<file path="src/rtl/serial_slot_sequencer.sv">
// Bus-mapped serial shifter: decodes a slot/subaddress command on the rising
// edge of the access strobe and clocks a WIDTH-bit word out on sdo/sclk.
//
// state | meaning
// IDLE  | waiting for START; sdo=0, sclk=0
// LOW   | sclk low half-period; current bit presented on sdo
// HIGH  | sclk high half-period; sdi sampled on entry
// DONE  | one clk: done pulse, received word published
module serial_slot_sequencer #(
  parameter int         WIDTH     = 6,
  parameter int         DIV_W     = 4,
  parameter bit         LSB_FIRST = 1'b0,
  parameter logic [1:0] SLOT      = 2'b01
) (
  input  logic             clk,
  input  logic             rst,
  input  logic             sser_n,
  input  logic [1:0]       ba_hi,
  input  logic [3:0]       ba_sub,
  input  logic             br_w,
  input  logic [WIDTH-1:0] bd,
  input  logic             sdi,
  output logic             sdo,
  output logic             sclk,
  output logic             busy,
  output logic             done,
  output logic [WIDTH-1:0] rx_data
);

  localparam int CW = $clog2(WIDTH + 1);
  localparam int DW_MIN = (DIV_W < WIDTH) ? DIV_W : WIDTH;
  localparam logic [CW-1:0] CNT_INIT = CW'(WIDTH);
  localparam logic [CW-1:0] CNT_ONE = CW'(1);
  localparam logic [DIV_W-1:0] PRE_ONE = DIV_W'(1);

  typedef enum logic [1:0] {IDLE, LOW, HIGH, DONE} state_t;

  state_t           state_q, state_d;
  logic             acc, acc_q, exec;
  logic             cmd_load, cmd_start, cmd_div, cmd_abort;
  logic [WIDTH-1:0] tx_q, tx_d;
  logic [WIDTH-1:0] sh_q, sh_d, sh_nxt;
  logic [WIDTH-1:0] rxsh_q, rxsh_d, rxsh_nxt;
  logic [WIDTH-1:0] rx_q, rx_d;
  logic [DIV_W-1:0] div_q, div_d, div_wr;
  logic [DIV_W-1:0] pre_q, pre_d;
  logic [CW-1:0]    cnt_q, cnt_d;
  logic             sdo_q, sdo_d;
  logic             half_end;

  assign acc  = ~sser_n & (ba_hi == SLOT) & br_w;
  assign exec = acc & ~acc_q;

  assign cmd_load  = exec && (ba_sub == 4'h0);
  assign cmd_start = exec && (ba_sub == 4'h1);
  assign cmd_div   = exec && (ba_sub == 4'h2);
  assign cmd_abort = exec && (ba_sub == 4'h3);

  assign half_end = (pre_q == '0);

  assign sh_nxt   = LSB_FIRST ? {1'b0, sh_q[WIDTH-1:1]} : {sh_q[WIDTH-2:0], 1'b0};
  assign rxsh_nxt = LSB_FIRST ? {sdi, rxsh_q[WIDTH-1:1]} : {rxsh_q[WIDTH-2:0], sdi};

  // The prescaler field may be wider than the data bus; upper bits read as 0.
  always_comb begin
    div_wr = '0;
    div_wr[DW_MIN-1:0] = bd[DW_MIN-1:0];
  end

  always_comb begin
    state_d = state_q;
    tx_d    = tx_q;
    sh_d    = sh_q;
    rxsh_d  = rxsh_q;
    rx_d    = rx_q;
    div_d   = div_q;
    pre_d   = pre_q;
    cnt_d   = cnt_q;
    sdo_d   = sdo_q;

    if (state_q == IDLE) begin
      if (cmd_load) tx_d = bd;
      if (cmd_div)  div_d = div_wr;
    end

    case (state_q)
      IDLE: begin
        if (cmd_start) begin
          state_d = LOW;
          sh_d    = tx_q;
          cnt_d   = CNT_INIT;
          pre_d   = div_q;
          sdo_d   = LSB_FIRST ? tx_q[0] : tx_q[WIDTH-1];
        end
      end
      LOW: begin
        if (half_end) begin
          state_d = HIGH;
          pre_d   = div_q;
          rxsh_d  = rxsh_nxt;
        end else begin
          pre_d = pre_q - PRE_ONE;
        end
      end
      HIGH: begin
        if (half_end) begin
          if (cnt_q == CNT_ONE) begin
            state_d = DONE;
            sdo_d   = 1'b0;
            rx_d    = rxsh_q;
          end else begin
            state_d = LOW;
            pre_d   = div_q;
            cnt_d   = cnt_q - CNT_ONE;
            sh_d    = sh_nxt;
            sdo_d   = LSB_FIRST ? sh_nxt[0] : sh_nxt[WIDTH-1];
          end
        end else begin
          pre_d = pre_q - PRE_ONE;
        end
      end
      DONE: begin
        state_d = IDLE;
      end
      default: state_d = IDLE;
    endcase

    // Abort wins over everything, including a word completing this same clk.
    if (cmd_abort) begin
      state_d = IDLE;
      sdo_d   = 1'b0;
      rx_d    = rx_q;
    end
  end

  always_ff @(posedge clk) begin
    if (rst) begin
      state_q <= IDLE;
      acc_q   <= 1'b0;
      tx_q    <= '0;
      sh_q    <= '0;
      rxsh_q  <= '0;
      rx_q    <= '0;
      div_q   <= '0;
      pre_q   <= '0;
      cnt_q   <= '0;
      sdo_q   <= 1'b0;
    end else begin
      state_q <= state_d;
      acc_q   <= acc;
      tx_q    <= tx_d;
      sh_q    <= sh_d;
      rxsh_q  <= rxsh_d;
      rx_q    <= rx_d;
      div_q   <= div_d;
      pre_q   <= pre_d;
      cnt_q   <= cnt_d;
      sdo_q   <= sdo_d;
    end
  end

  assign sdo     = sdo_q;
  assign sclk    = (state_q == HIGH);
  assign busy    = (state_q != IDLE);
  assign done    = (state_q == DONE);
  assign rx_data = rx_q;

endmodule
</file>
<file path="config.mk">
export PLATFORM = sky130hd
export DESIGN_NAME = serial_slot_sequencer
export DESIGN_NICKNAME = d
export VERILOG_FILES = /design/src/rtl/serial_slot_sequencer.sv
export SDC_FILE = /design/constraint.sdc
export NUM_CORES = 1
export LEC_CHECK = 0
export ABC_CLOCK_PERIOD_IN_PS = 4550
export CAP_MARGIN = 20
export CORE_MARGIN = 1
export CORE_UTILIZATION = 40
export CTS_CLUSTER_DIAMETER = 60
export DETAILED_ROUTE_END_ITERATION = 10
export GPL_ROUTABILITY_DRIVEN = 0
export PLACE_DENSITY = 0.6
export SYNTH_ARGS = -nofsm -noshare
export SYNTH_HDL_FRONTEND = slang
export SYNTH_SLANG_ARGS = --single-unit
</file>
<file path="constraint.sdc">
create_clock -name clk -period 4.55 [get_ports clk]
set_input_delay 0.91 -clock clk [delete_from_list [all_inputs] [get_ports clk]]
set_output_delay 0.91 -clock clk [all_outputs]
set_load 0.05 [all_outputs]
</file>
==> results of run 1 <==
[cell type report]
cell class | count | area [um2]
clock buffer | 5 | 68.8
inverter | 9 | 33.8
fill | 402 | 2170
multi-input combinational | 146 | 1060
sequential | 38 | 761
tap | 52 | 65.1
clock inverter | 3 | 40.0
timing repair buffer | 27 | 268
[critical path, cell delays in order (launching register included)]
cell and delay [ns]:
dfxtp_1 0.35, inv_1 0.10, ha_1 0.65, clkdlybuf4s50_1 0.94
[flip-flops by register name (all words and copies together), names as in the netlist, 2 cells and up]
signal / count
sh_q: 5
tx_q: 6
div_q: 4
state_q: 2
rxsh_q: 6
cnt_q: 3
pre_q: 4
rx_data: 6
[power groups by stage]
stage,logic (mW),clock network [mW],registers [mW]
4_1_cts,0.192,0.285,0.368
3_5_place_dp,0.191,0,0.375
6_report,0.192,0.279,0.368
3_3_place_gp,0.184,0,0.374
2_1_floorplan,0.144,0,0.372
5_1_grt,0.210,0.301,0.370
[synth_stat cells, types with 2 or more instances]
master	count
dfxtp_1	38
a211oi_1	5
nand2b_1	3
inv_1	9
o32ai_1	2
nor2_1	20
buf_2	4
a21oi_1	19
mux2i_1	21
or3b_1	2
nor3b_1	4
nor3_1	3
a31o_2	2
o31ai_4	2
nor2b_1	3
o21ai_1	7
ha_1	7
a32o_1	2
nand4_1	3
nand2_1	6
nand3_1	9
clkbuf_1	4
o21ai_0	2
[stage by stage]
step	hold WS, ns	instances
detailed placement	0.463	272
global route	0.510	280
CTS	0.473	280
floorplan	0.443	203
global placement	0.454	272
finish	0.470	280
[worst min path at each step]
| stage | cells past startpoint | start | to | slack, ns |
|---|---|---|---|---|
| after floorplan | 2 | rxsh_q[5]$_SDFFE_PP0P_ | rx_data[5]$_SDFFE_PP0P_ | 0.44 |
| after global placement | 2 | rxsh_q[5]$_SDFFE_PP0P_ | rx_data[5]$_SDFFE_PP0P_ | 0.45 |
| after detailed placement | 2 | rxsh_q[5]$_SDFFE_PP0P_ | rx_data[5]$_SDFFE_PP0P_ | 0.46 |
| after CTS | 2 | rxsh_q[5]$_SDFFE_PP0P_ | rx_data[5]$_SDFFE_PP0P_ | 0.47 |
| after global routing | 2 | rxsh_q[5]$_SDFFE_PP0P_ | rx_data[5]$_SDFFE_PP0P_ | 0.51 |
| final | 2 | rxsh_q[5]$_SDFFE_PP0P_ | rx_data[5]$_SDFFE_PP0P_ | 0.47 |
[routing by layer]
layer / up-vias / track usage, % / share of wire [%] / wire length (um)
li1: 793 / - / - / -
met1: 761 / 21.3 / 45 / 1970
met2: 38 / 32.4 / 50 / 2220
met3: 6 / 3.70 / 3.8 / 168
met4: 0 / 7.78 / 1.2 / 53
met5: - / 0 / 0 / 0
[kinds of logic after synthesis]
| logic type | after synthesis | share of synthesized area, % |
|---|---|---|
| AOI/OAI and AO/OA | 54 | 20.9 |
| adders and majority gates | 7 | 4.60 |
| buffers and inverters | 19 | 4.20 |
| DFF | 38 | 39.9 |
| muxes | 21 | 11.0 |
| and+or+nand+nor | 64 | 19.4 |
==> flow_summary.toml, run 1 <==
[placed_design]
placed_cell_area_um2 = 2190
dp_slack_ns = 1.62
post-dp-hpwl_um = 3320
port_buffers = 26

[timing]
worst_slack_ns = 1.30
setup_violations = 0
fin_crit_sh_pct = 71.4
max_freq_ghz = 0.308
min_period_ns = 3.25
skew_ns = 0.00550
tns_ns = 0
hold_viol_final = 0
finalMaxSlewViolations = 0
rsz0062_at_grt = "no"
tightestPinTransition_ns = 0.752
slew_headroom_pct = 49.8

[clocking]
numClockSinks = 38
cts_max_path_buffers = 2
path_clk_slew_ns = 0.08
postCtsSetupBuffers = 0
clock_latency_ns = 0.29
htreeDepth = 2
cts_root_buffer = "clkbuf_8"
cts_tree = "yes"
ctsHoldBuffers = 0
cts_resized = 0
cts_buffers = 5

[synthesis]
yosysTopAreaCell = "dfxtp_1"
synth_area_leaders = "dfxtp_1, mux2i_1, a21oi_1"
netlist_instances = 203
synth.avg_cell_area_um2 = 9.39
ys_seq_area_share_pct = 39.9
yosysTopAreaCellShare_pct = 39.9
netlist_area_um2 = 1910
synth_flop_cell = "dfxtp_1"
synth_edf_count = 0
async_flop_share_pct = 0
yosysWarnings = 0
ys_types = 49
yosys_register_bits = 38
syn_nets = 227

[floorplan]
fp.dieArea_um2 = 5040
start_util_pct = 42.6
die_h_um = 71.0
die_w_um = 71.0
io_pins = 27
fp.coreArea_um2 = 4470
rows = 24

[power]
pwr-share-seq_pct = 43.9
finalPower_mw = 0.839
clockPowerShare_pct = 33.3
p_leak_nw = 0.849
switching_share_pct = 29.0
p_switching_mw = 0.243
p_int_mw = 0.595
peakVddDrop_mv = 0.200
p_per_area_nw_per_um2 = 364
combPwrFrac_pct = 22.8

[grt]
grt_start_max_net_pins = 23
grt_antenna_before_repair = 0
globalRouteTotalUtil_pct = 18.2
overflow = 0
grt_pass1_wl_um = 7250
grt_pass1_vias = 1649

[route]
drcViolationCount = 0
wl_per_cell_um = 15.7
vias_per_cell = 5.71
ant_nets = 0
dr.pass1.iters = 4
wl_um = 4410
vias = 1598
drt-initial-drc-count = 86

[flow_run]
cap_viol_max_count = 0

[finish]
nets = 251
n_antenna_cell = 0
final_area_um2 = 2300
layout_common_cells = "dfxtp_1, clkdlybuf4s50_1, mux2i_1"
final_core_utilization_pct = 51.4
final_common_cell = "dfxtp_1"
syn2layout_area_growth_pct = 20.7
drive_above_1_share_pct = 8.33

[worst_setup_path]
timing.rr.start = "state_q[0]$_SDFFE_PP0P_"
endpoint_kind = "output pin"
worstPathRequired_ns = 3.64
critical_path_class = "reg2out"
startpoint = "state_q[0]$_SDFFE_PP0P_"
r2r-end = "pre_q[0]$_SDFFE_PP0P_"
endpoint = "sclk"
worstPathMaxFanout = 20
cp.arrival_ns = 2.34
startpoint_type = "flop"
r2r_slack_ns = 2.11
worst_r2r_path_depth = 6

[min_path]
min_path_type = "reg2reg"

[run_status]
outcome = "complete, no violations"
No activity file was read; power rests on OpenSTA's default activity.
==> run 2, diff against run 1 <==
--- a/config.mk
+++ b/config.mk
@@ -5,7 +5,7 @@
 export SDC_FILE = /design/constraint.sdc
 export NUM_CORES = 1
 export LEC_CHECK = 0
-export ABC_CLOCK_PERIOD_IN_PS = 4550
+export ABC_CLOCK_PERIOD_IN_PS = 3170
 export CAP_MARGIN = 20
 export CORE_MARGIN = 1
 export CORE_UTILIZATION = 40
==> constraint.sdc (replaced) <==
create_clock -name clk -period 3.17 [get_ports clk]
set_input_delay 0.634 -clock clk [delete_from_list [all_inputs] [get_ports clk]]
set_output_delay 0.634 -clock clk [all_outputs]
set_load 0.05 [all_outputs]
==> run 2 against run 1 <==
Compared with the run above: first-iteration DRC count decreased by 27%; sequential share of layout area about the same; core utilization about the same; total power increased by 37%.
==> flow_summary.toml, run 2 (synthesis results as in run 1) <==
[timing]
fin_hold_ws_ns = 0.474
min_period_ns = 2.62
hold_viol_final = 0
finalMaxSlewViolations = 0
tns_ns = 0
skew_ns = 0.00864
setup_violations = 0
rsz0062_at_grt = "no"
max_freq_ghz = 0.381
fin_crit_sh_pct = 82.7
tightestPinTransition_ns = 0.624
slew_headroom_pct = 58.4

[worst_setup_path]
r2r-end = "pre_q[0]$_SDFFE_PP0P_"
timing.rr.start = "pre_q[0]$_SDFFE_PP0P_"
endpoint_kind = "output pin"
worstPathRequired_ns = 2.54
critical_path_class = "reg2out"
startpoint_type = "flop"
worstPathMaxFanout = 8
r2r_slack_ns = 0.99
cp.arrival_ns = 1.99
worst_r2r_path_depth = 6

[route]
vias = 1630
ant_nets = 0
dr.pass1.iters = 4
wl_um = 4450
drt-initial-drc-count = 63
wl_per_cell_um = 15.8
vias_per_cell = 5.78
drcViolationCount = 0

[power]
peakVddDrop_mv = 0.241
p_per_area_nw_per_um2 = 498
p_leak_nw = 0.848

[floorplan]
start_util_pct = 42.6
die_w_um = 71.0
die_h_um = 71.0
fp.dieArea_um2 = 5040
rows = 24
io_pins = 27
fp.coreArea_um2 = 4470

[clocking]
cts_tree = "yes"
cts_buffers = 5
htreeDepth = 2
cts_max_path_buffers = 2
cts_root_buffer = "clkbuf_8"
ctsHoldBuffers = 0
path_clk_slew_ns = 0.08
clock_latency_ns = 0.28
cts_resized = 0
numClockSinks = 38
postCtsSetupBuffers = 0

[min_path]
hold_start = "rxsh_q[5]$_SDFFE_PP0P_"
min_to = "rx_data[5]$_SDFFE_PP0P_"
hold_path_depth = 2
min_path_type = "reg2reg"

[finish]
nFillCells = 403
nets = 253
seq_area_um2 = 761
n_antenna_cell = 0
multi_input_comb_area_um2 = 1060
layout_common_cells = "dfxtp_1, clkdlybuf4s50_1, mux2i_1"
final_core_utilization_pct = 51.5
final_common_cell = "dfxtp_1"
syn2layout_area_growth_pct = 20.8
drive_above_1_share_pct = 9.13

[flow_run]
cap_viol_max_count = 0

[grt]
globalRouteTotalUtil_pct = 19.2
overflow = 0
grt_pass1_vias = 1630
grt_antenna_before_repair = 0
grt_pass1_wl_um = 7620
grt_start_max_net_pins = 20

[placed_design]
post-dp-hpwl_um = 3370
port_buffers = 26

[run_status]
outcome = "complete, no violations"
## run 2: final cells by class
class / instances / share of cell area (%)
Clock buffer: 6 / 3.59
Clock inverter: 2 / 0.543
Inverter: 9 / 1.47
Multi-Input combinational cell: 146 / 46.2
Sequential cell: 38 / 33.0
Tap cell: 52 / 2.83
Timing Repair Buffer: 29 / 12.3
## run 2: worst max path at each step
stage | slack [ns] | from | cells after the start | to
4_1_cts | 0.54 | state_q[0]$_SDFFE_PP0P_ | 4 | busy
3_5_place_dp | 0.48 | ba_sub[1] | 5 | pre_q[3]$_SDFFE_PP0P_
6_report | 0.55 | state_q[0]$_SDFFE_PP0P_ | 4 | busy
2_1_floorplan | 1.16 | state_q[0]$_SDFFE_PP0P_ | 6 | cnt_q[2]$_SDFFE_PP0P_
5_1_grt | 0.44 | state_q[0]$_SDFFE_PP0P_ | 4 | busy
3_3_place_gp | 0.61 | ba_sub[1] | 5 | pre_q[3]$_SDFFE_PP0P_
## run 2: per-layer routing
metal | vias to the layer above | global-route usage [%] | share of wire [%]
li1 | 804 | - | -
met1 | 787 | 22.3 | 44
met2 | 33 | 34.5 | 51
met3 | 6 | 3.70 | 3.8
met4 | 0 | 7.56 | 1.4
met5 | - | 0 | 0
## run 2: stage by stage
stage	power (mW)	std cells	worst slack, ns	instance area [um2]
2_1_floorplan	0.740	203	1.16	1910
3_3_place_gp	0.803	274	0.607	2210
3_5_place_dp	0.815	274	0.483	2210
4_1_cts	1.15	282	0.544	2300
5_1_grt	1.21	282	0.441	2300
6_report	1.15	282	0.548	2300
## run 2: worst max-delay path, stage by stage, from the launching register on
cell and delay (ns):
dfxtp_1 0.43, inv_1 0.09, ha_1 0.31, inv_1 0.08, clkdlybuf4s50_1 0.79
## run 2: report_power, final
| group | switching [mW] | total [mW] | internal [mW] |
|---|---|---|---|
| registers | 0.0223 | 0.530 | 0.507 |
| clock network | 0.166 | 0.341 | 0.175 |
| logic | 0.160 | 0.276 | 0.116 |
==> run 3, diff against run 2 <==
--- a/config.mk
+++ b/config.mk
@@ -5,14 +5,14 @@
 export SDC_FILE = /design/constraint.sdc
 export NUM_CORES = 1
 export LEC_CHECK = 0
-export ABC_CLOCK_PERIOD_IN_PS = 3170
+export ABC_CLOCK_PERIOD_IN_PS = 2280
 export CAP_MARGIN = 20
 export CORE_MARGIN = 1
 export CORE_UTILIZATION = 40
 export CTS_CLUSTER_DIAMETER = 60
 export DETAILED_ROUTE_END_ITERATION = 10
 export GPL_ROUTABILITY_DRIVEN = 0
-export PLACE_DENSITY = 0.6
+export PLACE_DENSITY = 0.62
 export SYNTH_ARGS = -nofsm -noshare
 export SYNTH_HDL_FRONTEND = slang
 export SYNTH_SLANG_ARGS = --single-unit
==> constraint.sdc (replaced) <==
create_clock -name clk -period 2.28 [get_ports clk]
set_input_delay 0.456 -clock clk [delete_from_list [all_inputs] [get_ports clk]]
set_output_delay 0.456 -clock clk [all_outputs]
set_load 0.05 [all_outputs]
==> run 3 against run 2 <==
Compared with the run above: the flow now finishes with violations (DRC); hold slack improved by 0.0039 ns; setup slack got worse by 0.52 ns; global-route usage fell by 0.69 points; sequential cell count did not move; critical path type unchanged.
==> flow_summary.toml, run 3 (synthesis results as in run 1) <==
[worst_setup_path]
worstPathRequired_ns = 1.82
critical_path_class = "reg2out"
crit_buf_inv = 1
r2r-end = "pre_q[0]$_SDFFE_PP0P_"
path_cells = "ha_1 > clkdlybuf4s50_1"
startpoint_type = "flop"
timing.rr.start = "pre_q[0]$_SDFFE_PP0P_"
worstPathMaxFanout = 5
endpoint_kind = "output pin"
crit_path_max_incr_delay_ns = 0.83
r2r_slack_ns = 0.29
cp.arrival_ns = 1.79
worst_r2r_path_depth = 6
cp_num_cells = 2
crit_slowest_cell = "clkdlybuf4s50_1"
path_delay_family = "buffers and inverters"

[clocking]
clock_latency_ns = 0.28
postCtsSetupBuffers = 0
ctsHoldBuffers = 0
path_clk_slew_ns = 0.07
cts_max_path_buffers = 2
cts_root_buffer = "clkbuf_8"
cts_resized = 0
numClockSinks = 38
cts_buffers = 5
cts_tree = "yes"
htreeDepth = 2

[route]
vias = 1621
drcViolationCount = 2
wl_um = 4470
ant_nets = 0
top_layer = "met4"
dr_wl_met2_um = 2050
dr.pass1.iters = 9
vias_per_cell = 5.48
wl_per_cell_um = 15.1
wl_met3_um = 227
wl_met1_um = 2160
drt-initial-drc-count = 79

[timing]
slew_headroom_pct = 66.4
max_freq_ghz = 0.445
tns_ns = 0
finalMaxSlewViolations = 0
skew_ns = 0.00250
rsz0062_at_grt = "no"
setup_violations = 0
tightestPinTransition_ns = 0.503
fin_crit_sh_pct = 98.6
worst_slack_ns = 0.0312
min_period_ns = 2.25
hold_viol_final = 0

[floorplan]
fp.dieArea_um2 = 5040
die_w_um = 71.0
start_util_pct = 42.6
io_pins = 27
die_h_um = 71.0
fp.coreArea_um2 = 4470
rows = 24

[grt]
grt_pass1_wl_um = 7210
overflow = 0
grt_antenna_before_repair = 0
globalRouteTotalUtil_pct = 18.5
grt_start_max_net_pins = 17
grt_pass1_vias = 1523

[min_path]
hold_path_depth = 2
min_path_type = "reg2reg"
min_to = "rx_data[0]$_SDFFE_PP0P_"
hold_start = "rx_data[0]$_SDFFE_PP0P_"

[placed_design]
post-dp-hpwl_um = 3410
dp_slack_ns = 0.0178
port_buffers = 26
placed_cell_area_um2 = 2330

[finish]
nFillCells = 401
syn2layout_area_growth_pct = 26.9
final_core_utilization_pct = 54.0
layout_common_cells = "dfxtp_1, clkdlybuf4s50_1, mux2i_1"
final_area_um2 = 2420
final_common_cell = "dfxtp_1"
nets = 269
drive_above_1_share_pct = 15.2
n_antenna_cell = 0

[power]
p_leak_nw = 0.928
p_per_area_nw_per_um2 = 669
p_int_mw = 1.15
p_switching_mw = 0.469
pwr-share-seq_pct = 45.6
peakVddDrop_mv = 0.373
clockPowerShare_pct = 27.5
combPwrFrac_pct = 27.0
finalPower_mw = 1.62
switching_share_pct = 29.0

[flow_run]
cap_viol_max_count = 0

[run_status]
violations = "DRC"
outcome = "finished with violations"
## run 3: changes by cell type in the layout (fill, tap and decap cells not counted)
cell             delta
clkinv_2            -1
buf_4              +17
clkinvlp_4          -1
buf_12              +1
clkdlybuf4s50_1     -2
## run 3: worst reg2reg max path: cells and delay by family (launching register included)
family                   cells  cell delay [ns]
AND/OR/NAND/NOR              2             0.59
AO/OA/AOI/OAI                2             0.56
flip-flops                   1             0.40
adder cells (fa/ha/maj)      1             0.23
buffers and inverters        1             0.08
## run 3: power by group through the flow
stage / Clock, mW / Sequential [mW] / Combinational, mW
2_1_floorplan: 0 / 0.742 / 0.287
3_3_place_gp: 0 / 0.750 / 0.433
3_5_place_dp: 0 / 0.749 / 0.435
4_1_cts: 0.461 / 0.735 / 0.437
5_1_grt: 0.479 / 0.740 / 0.475
6_report: 0.444 / 0.736 / 0.436
## run 3: worst max-delay path by stage
stage	startpoint	end	slack, ns
after floorplan	state_q[0]$_SDFFE_PP0P_	cnt_q[2]$_SDFFE_PP0P_	0.27
after global placement	ba_sub[1]	pre_q[0]$_SDFFE_PP0P_	0.02
after detailed placement	ba_sub[1]	pre_q[0]$_SDFFE_PP0P_	0.02
after CTS	state_q[0]$_SDFFE_PP0P_	done	0.02
after global routing	state_q[0]$_SDFFE_PP0P_	done	0.004
final	state_q[0]$_SDFFE_PP0P_	done	0.03
## run 3: cell type report
class	count	area, um2	share of cell area, %
multi-input cells	146	1060	44.0
flip-flops and latches	38	761	31.5
repair buffers	45	410	17.0
clock buffers	6	82.6	3.42
well taps	52	65.1	2.69
inverters	9	33.8	1.40
## run 3: per-stage QoR
stage | hold WS, ns | std cells
after floorplan | 0.443 | 203
after global placement | 0.465 | 290
after detailed placement | 0.469 | 290
after CTS | 0.481 | 296
after global routing | 0.501 | 296
final | 0.478 | 296
## run 3: metal layers
metal / vias up / track usage [%]
li1: 826 / -
met2: 45 / 30.4
met3: 4 / 3.85
met1: 746 / 24.5
met4: 0 / 5.33
met5: - / 0
